[config.mk]
export PLATFORM = sky130hd
export DESIGN_NAME = t5_load
export DESIGN_NICKNAME = d
export VERILOG_FILES = /design/src/rtl/t5_pkg.sv /design/src/rtl/t5_load_align.sv /design/src/rtl/t5_load.sv
export SDC_FILE = /design/constraint.sdc
export NUM_CORES = 1
export LEC_CHECK = 0
export ABC_AREA = 1
export CAP_MARGIN = 20
export CORE_ASPECT_RATIO = 0.9
export CORE_UTILIZATION = 46
export DETAILED_ROUTE_END_ITERATION = 10
export PLACE_DENSITY = 0.8
export SKIP_CTS_REPAIR_TIMING = 1
export SYNTH_ARGS = -nofsm -noshare
export SYNTH_HDL_FRONTEND = slang
export SYNTH_SLANG_ARGS = --single-unit
export TNS_END_PERCENT = 30
[constraint.sdc]
create_clock -name sclk -period 2.6 [get_ports sclk]
set_clock_uncertainty 0.2 [all_clocks]
set_input_delay 0.26 -clock sclk [delete_from_list [all_inputs] [get_ports sclk]]
set_output_delay 0.26 -clock sclk [all_outputs]
set_load 0.01 [all_outputs]
[src/rtl/t5_pkg.sv]
// Shared constants for the t5 integer pipeline: load funct3 codes,
// byte-lane selects and the load-stage FSM encoding.
package t5_pkg;

  // funct3 encodings of the load instructions
  localparam logic [2:0] F3_LB  = 3'b000;
  localparam logic [2:0] F3_LH  = 3'b001;
  localparam logic [2:0] F3_LW  = 3'b010;
  localparam logic [2:0] F3_LBU = 3'b100;
  localparam logic [2:0] F3_LHU = 3'b101;

  // byte-lane selects, shared with the request stage
  localparam logic [3:0] SEL_B0 = 4'b0001;
  localparam logic [3:0] SEL_B1 = 4'b0010;
  localparam logic [3:0] SEL_B2 = 4'b0100;
  localparam logic [3:0] SEL_B3 = 4'b1000;
  localparam logic [3:0] SEL_H0 = 4'b0011;
  localparam logic [3:0] SEL_H2 = 4'b1100;
  localparam logic [3:0] SEL_W0 = 4'b1111;

  // access FSM
  typedef enum logic {
    IDLE = 1'b0,
    WAIT = 1'b1
  } t5_state_e;

endpackage

[src/rtl/t5_load_align.sv]
// Load data alignment: picks the addressed lanes out of the bus word and
// sign/zero extends them according to funct3. Flags any lane/size
// combination that a load cannot legally produce.
module t5_load_align
  import t5_pkg::*;
#(
  parameter int XLEN = 32
) (
  input  logic [XLEN-1:0] i_dti,
  input  logic [3:0]      i_sel,
  input  logic [2:0]      i_fn3,
  output logic [XLEN-1:0] o_data,
  output logic            o_illegal
);

  logic [7:0]  w_byte;
  logic [15:0] w_half;
  logic        w_isb;
  logic        w_ish;
  logic        w_isw;

  // lane extraction and access-size classification from the lane select
  always_comb begin
    w_byte = '0;
    w_half = '0;
    w_isb  = 1'b0;
    w_ish  = 1'b0;
    w_isw  = 1'b0;
    case (i_sel)
      SEL_B0: begin w_byte = i_dti[7:0];   w_isb = 1'b1; end
      SEL_B1: begin w_byte = i_dti[15:8];  w_isb = 1'b1; end
      SEL_B2: begin w_byte = i_dti[23:16]; w_isb = 1'b1; end
      SEL_B3: begin w_byte = i_dti[31:24]; w_isb = 1'b1; end
      SEL_H0: begin w_half = i_dti[15:0];  w_ish = 1'b1; end
      SEL_H2: begin w_half = i_dti[31:16]; w_ish = 1'b1; end
      SEL_W0: w_isw = 1'b1;
      default: ;
    endcase
  end

  // extension by funct3; a size that disagrees with the lane select is illegal
  always_comb begin
    o_data    = '0;
    o_illegal = 1'b1;
    case (i_fn3)
      F3_LB:  if (w_isb) begin o_data = {{(XLEN-8){w_byte[7]}}, w_byte};   o_illegal = 1'b0; end
      F3_LBU: if (w_isb) begin o_data = {{(XLEN-8){1'b0}}, w_byte};        o_illegal = 1'b0; end
      F3_LH:  if (w_ish) begin o_data = {{(XLEN-16){w_half[15]}}, w_half}; o_illegal = 1'b0; end
      F3_LHU: if (w_ish) begin o_data = {{(XLEN-16){1'b0}}, w_half};       o_illegal = 1'b0; end
      F3_LW:  if (w_isw) begin o_data = i_dti;                             o_illegal = 1'b0; end
      default: ;
    endcase
  end

endmodule

[src/rtl/t5_load.sv]
// t5 memory-return / writeback stage. Waits for the data-bus ack (bounded
// by TMO cycles), aligns load data and registers the register-file write
// port. Non-memory results pass through the same output register.
module t5_load
  import t5_pkg::*;
#(
  parameter int XLEN = 32,
  parameter int TMO  = 255
) (
  input  logic            sclk,
  input  logic            srst,
  input  logic            sena,
  input  logic [XLEN-1:0] dwb_dti,
  input  logic            dwb_ack,
  input  logic            xstb,
  input  logic            xwre,
  input  logic [3:0]      xsel,
  input  logic [2:0]      xfn3,
  input  logic [4:0]      xrd,
  input  logic            xwen,
  input  logic [XLEN-1:0] xalu,
  output logic            mstall,
  output logic [XLEN-1:0] mdat,
  output logic [4:0]      mrd,
  output logic            mwre,
  output logic            merr
);

  localparam logic [7:0] TMO_LAST = 8'(TMO - 1);

  t5_state_e       r_state;
  t5_state_e       w_state_nxt;
  logic [7:0]      r_cnt;
  logic [7:0]      w_cnt_nxt;
  logic            w_ack;
  logic            w_stall;
  logic            w_done;
  logic            w_abort;
  logic            w_adv;
  logic [XLEN-1:0] w_ldat;
  logic            w_illegal;
  logic [XLEN-1:0] r_mdat;
  logic [4:0]      r_mrd;
  logic            r_mwre;
  logic            r_merr;

  // an ack arriving during reset must not complete anything
  assign w_ack = dwb_ack & ~srst;
  assign w_adv = sena & ~w_stall;

  t5_load_align #(.XLEN(XLEN)) u_align (
    .i_dti     (dwb_dti),
    .i_sel     (xsel),
    .i_fn3     (xfn3),
    .o_data    (w_ldat),
    .o_illegal (w_illegal)
  );

  // state and wait-counter register
  always_ff @(posedge sclk) begin
    if (srst) begin
      r_state <= IDLE;
      r_cnt   <= '0;
    end else begin
      r_state <= w_state_nxt;
      r_cnt   <= w_cnt_nxt;
    end
  end

  // next state: enter WAIT on an unacked access, leave on ack, timeout or dropped strobe
  always_comb begin
    w_state_nxt = r_state;
    w_cnt_nxt   = r_cnt;
    case (r_state)
      IDLE: begin
        w_cnt_nxt = '0;
        if (xstb && !w_ack) w_state_nxt = WAIT;
      end
      WAIT: begin
        w_cnt_nxt = r_cnt + 8'd1;
        if (!xstb || w_ack || (r_cnt == TMO_LAST)) begin
          w_state_nxt = IDLE;
          w_cnt_nxt   = '0;
        end
      end
      default: begin
        w_state_nxt = IDLE;
        w_cnt_nxt   = '0;
      end
    endcase
  end

  // stall / completion / abort decode; ack takes priority over the timeout
  always_comb begin
    w_stall = 1'b0;
    w_done  = 1'b0;
    w_abort = 1'b0;
    if (xstb && !srst) begin
      case (r_state)
        IDLE: begin
          if (w_ack) w_done  = 1'b1;
          else       w_stall = 1'b1;
        end
        WAIT: begin
          if (w_ack)                    w_done  = 1'b1;
          else if (r_cnt == TMO_LAST)   w_abort = 1'b1;
          else                          w_stall = 1'b1;
        end
        default: ;
      endcase
    end
  end

  // writeback register: loads on advance, otherwise inserts a bubble
  always_ff @(posedge sclk) begin
    if (srst) begin
      r_mdat <= '0;
      r_mrd  <= '0;
      r_mwre <= 1'b0;
      r_merr <= 1'b0;
    end else if (!w_adv) begin
      r_mwre <= 1'b0;
      r_merr <= 1'b0;
    end else if (!xstb) begin
      r_mdat <= xalu;
      r_mrd  <= xrd;
      r_mwre <= xwen;
      r_merr <= 1'b0;
    end else if (w_abort) begin
      r_mrd  <= xrd;
      r_mwre <= 1'b0;
      r_merr <= 1'b1;
    end else if (xwre) begin
      r_mrd  <= xrd;
      r_mwre <= 1'b0;
      r_merr <= 1'b0;
    end else if (w_done && w_illegal) begin
      r_mrd  <= xrd;
      r_mwre <= 1'b0;
      r_merr <= 1'b1;
    end else begin
      r_mdat <= w_ldat;
      r_mrd  <= xrd;
      r_mwre <= xwen;
      r_merr <= 1'b0;
    end
  end

  assign mstall = w_stall;
  assign mdat   = r_mdat;
  assign mrd    = r_mrd;
  assign mwre   = r_mwre;
  assign merr   = r_merr;

endmodule

==> flow_summary.json, run 1 <==
{
  "crit_chain": "clkdlybuf4s50_1 -> nor2_1 -> nand3_1 -> nand2_1 -> a21oi_1 -> nand2_1 -> nand2_1 -> nand2_1 -> nor2_1 -> nor2_1",
  "gr-total-overflow": 0,
  "cts.path.max_buffers": 2,
  "io_pins": 123,
  "startpoint_type": "input pin",
  "critPathBufInv": 1,
  "synth_area_leader_cell": "dfxtp_1",
  "grt_pass1_vias": 3867,
  "numCtsBuffers": 5,
  "yosys-top-cells-area": "dfxtp_1 (28%), nand2_1 (28%), nor2_1 (14%)",
  "synth_cell_types": 22,
  "setup_viol": 0,
  "power_density_nw_per_um2": 382,
  "drv_slew": 0,
  "clk_latency_ns": 0.30,
  "max_cap_violations": 0,
  "synthArstFlopShare": 0,
  "hold_end": "r_cnt[7]",
  "cp.required_ns": 2.65,
  "io_buffers": 122,
  "synth_cells": 647,
  "design.die.area_um2": 7830,
  "min_from": "r_cnt[7]",
  "timing.fmax_mhz": 431,
  "grt_pass1_wl_um": 17700,
  "initial_core_util": 0.481,
  "crit_slowest_cell": "nand2_1",
  "whs_ns": 0.285,
  "dieHeight_um": 84.1,
  "cts_tree": "built",
  "layout_setup_ws_ns": 0.281,
  "fin_nets": 845,
  "grt_setup_unrepaired": "false",
  "cts_htree_levels": 2,
  "rows": 29,
  "hold_violations": 0,
  "rr_worst_depth": 12,
  "max_stage_delay_ns": 0.48,
  "peakVddDrop_mv": 0.247,
  "yosysWarnings": 0,
  "drt-pass1-iter-count": 5,
  "vias_per_cell": 4.79,
  "yosys.cell_count.top_type": "nand2_1",
  "r2r-end": "mdat[21]",
  "post-place-ws_ns": 0.0306,
  "ys.flop_type": "dfxtp_1",
  "grt.total_usage": 0.279,
  "arrival_ns": 2.37,
  "critPathTopFamily": "simple AND/OR/NAND/NOR gates",
  "synth_seq_cells": 48,
  "fin_crit_sh": 0.892,
  "end_kind": "flop",
  "relSlewSlack": 0.336,
  "drc": 0,
  "drive_gt1_frac": 0.0381,
  "worstReg2RegStart": "r_cnt[0]",
  "hold_path.class": "reg -> reg",
  "layout_min_cycle_time_ns": 2.32,
  "synth.cells.most_frequent": "nand2_1 (255), nor2_1 (125), inv_1 (84)",
  "syn_area_um2": 3440,
  "final_antenna_net_count": 0,
  "core_um2": 7150,
  "synthToLayoutAreaGrowth_pct": 40.3,
  "routed_wl_um": 10400,
  "path_clk_slew_ns": 0.09,
  "die_w_um": 93.2,
  "crit_type": "in -> reg",
  "synth_enable_flop_cells": 0,
  "worstPathMaxFanout": 16,
  "place_hpwl_um": 8050,
  "placed_cells": 846,
  "crit_top_cell": "nand2_1",
  "wl_per_cell_um": 12.1,
  "gp_congestion": 0.979,
  "grt_max_degree": 41,
  "root_buffer": "clkbuf_8",
  "num_vias": 4094,
  "antenna_found_initial": 0,
  "syn_nets": 732,
  "p_leak_nw": 2.56,
  "clock-sinks": 48,
  "reg2reg_slack_ns": 0.47,
  "holdPathStages": 2,
  "drt_iter0_markers": 217,
  "outcome": "complete, no violations",
  "synth_top_area_frac": 0.279,
  "syn_avg_cell_area_um2": 5.32,
  "setup_tns_ns": 0,
  "instances_no_fill": 854,
  "tightest_slew_ns": 0.995,
  "diodes": 0,
  "ys_seq_area_frac": 0.279
}
through the flow:
step	utilization	area, µm²	power (mW)
final	0.675	4830	1.84
after global routing	0.675	4830	1.95
after CTS	0.675	4830	1.86
after detailed placement	0.662	4730	1.37
after global placement	0.662	4730	1.36
after floorplan	-	3440	1.08
how the worst max path moves through the flow:
stage	start	end	cells past startpoint	slack (ns)
6_report	xsel[3]	mdat[15]	10	0.28
5_1_grt	xsel[0]	mdat[6]	10	0.06
4_1_cts	r_cnt[0]	mstall	8	0.29
3_5_place_dp	xsel[0]	mdat[0]	10	0.03
3_3_place_gp	xsel[3]	mdat[15]	10	0.08
2_1_floorplan	r_cnt[0]	mdat[10]	12	0.72
report_power, final:
group | internal [mW] | switching [mW] | leakage [nW] | total (mW)
combinational | 0.280 | 0.268 | 2.12 | 0.549
sequential | 0.784 | 0.0250 | 0.395 | 0.809
clock | 0.216 | 0.269 | 0.0434 | 0.485
total | 1.28 | 0.562 | 2.56 | 1.84
flip-flops by register name (all words and copies together), names as in the netlist:
register and cells:
r_cnt 8, merr 1, mdat 32, r_state 1
mrd 5, mwre 1
kinds of logic (layout without fill, tap and decap cells):
kind of cell / after synthesis / after routing / synth area share
adders and majority gates: 2 / 2 / 0.00727
DFF: 48 / 48 / 0.279
buffers and inverters: 112 / 226 / 0.136
and+or+nand+nor: 437 / 437 / 0.507
AOI/OAI and AO/OA: 48 / 48 / 0.0705
final cells by class:
cell class | count | area (µm²)
clock buffers | 6 | 82.6
clock inverters | 2 | 15.0
fillers | 678 | 2320
inverters | 84 | 315
multi-input cells | 487 | 2010
flip-flops and latches | 48 | 961
well taps | 93 | 116
repair buffers | 134 | 1320
per-layer routing:
| metal | track usage | share of wire | vias to the layer above |
|---|---|---|---|
| met5 | 0 | 0 | - |
| li1 | - | - | 2164 |
| met1 | 0.369 | 0.46 | 1783 |
| met3 | 0.0419 | 0.055 | 12 |
| met4 | 0.0587 | 0.015 | 0 |
| met2 | 0.476 | 0.47 | 135 |
worst register-to-register path: stages, from the launching register on:
cell	delay (ns)
dfxtp_1	0.36
inv_1	0.07
ha_1	0.14
nand2_1	0.05
nor2_1	0.12
nand3_1	0.09
nand2_1	0.11
nand2_1	0.16
nor2_2	0.19
nand3_4	0.11
buf_4	0.22
nor2_1	0.15
nor2_1	0.06
cells in the final DEF (no fill, tap or decap), types with 3 or more instances in the layout:
cell type,n
nand3_1,40
nor2_1,125
inv_1,84
clkdlybuf4s50_1,122
o21ai_0,9
clkbuf_8,6
a21oi_1,38
buf_4,11
nand2_1,255
nand4_1,3
nor2_2,6
dfxtp_1,48
(Power assumes the default switching activity.)
==> run 2, diff against run 1 <==
Settings changed: HOLD_SLACK_MARGIN set to 0.1, TNS_END_PERCENT 30 to 5.
==> results of run 2 <==
Final layout, timing and power as in run 1 (identical DEF).
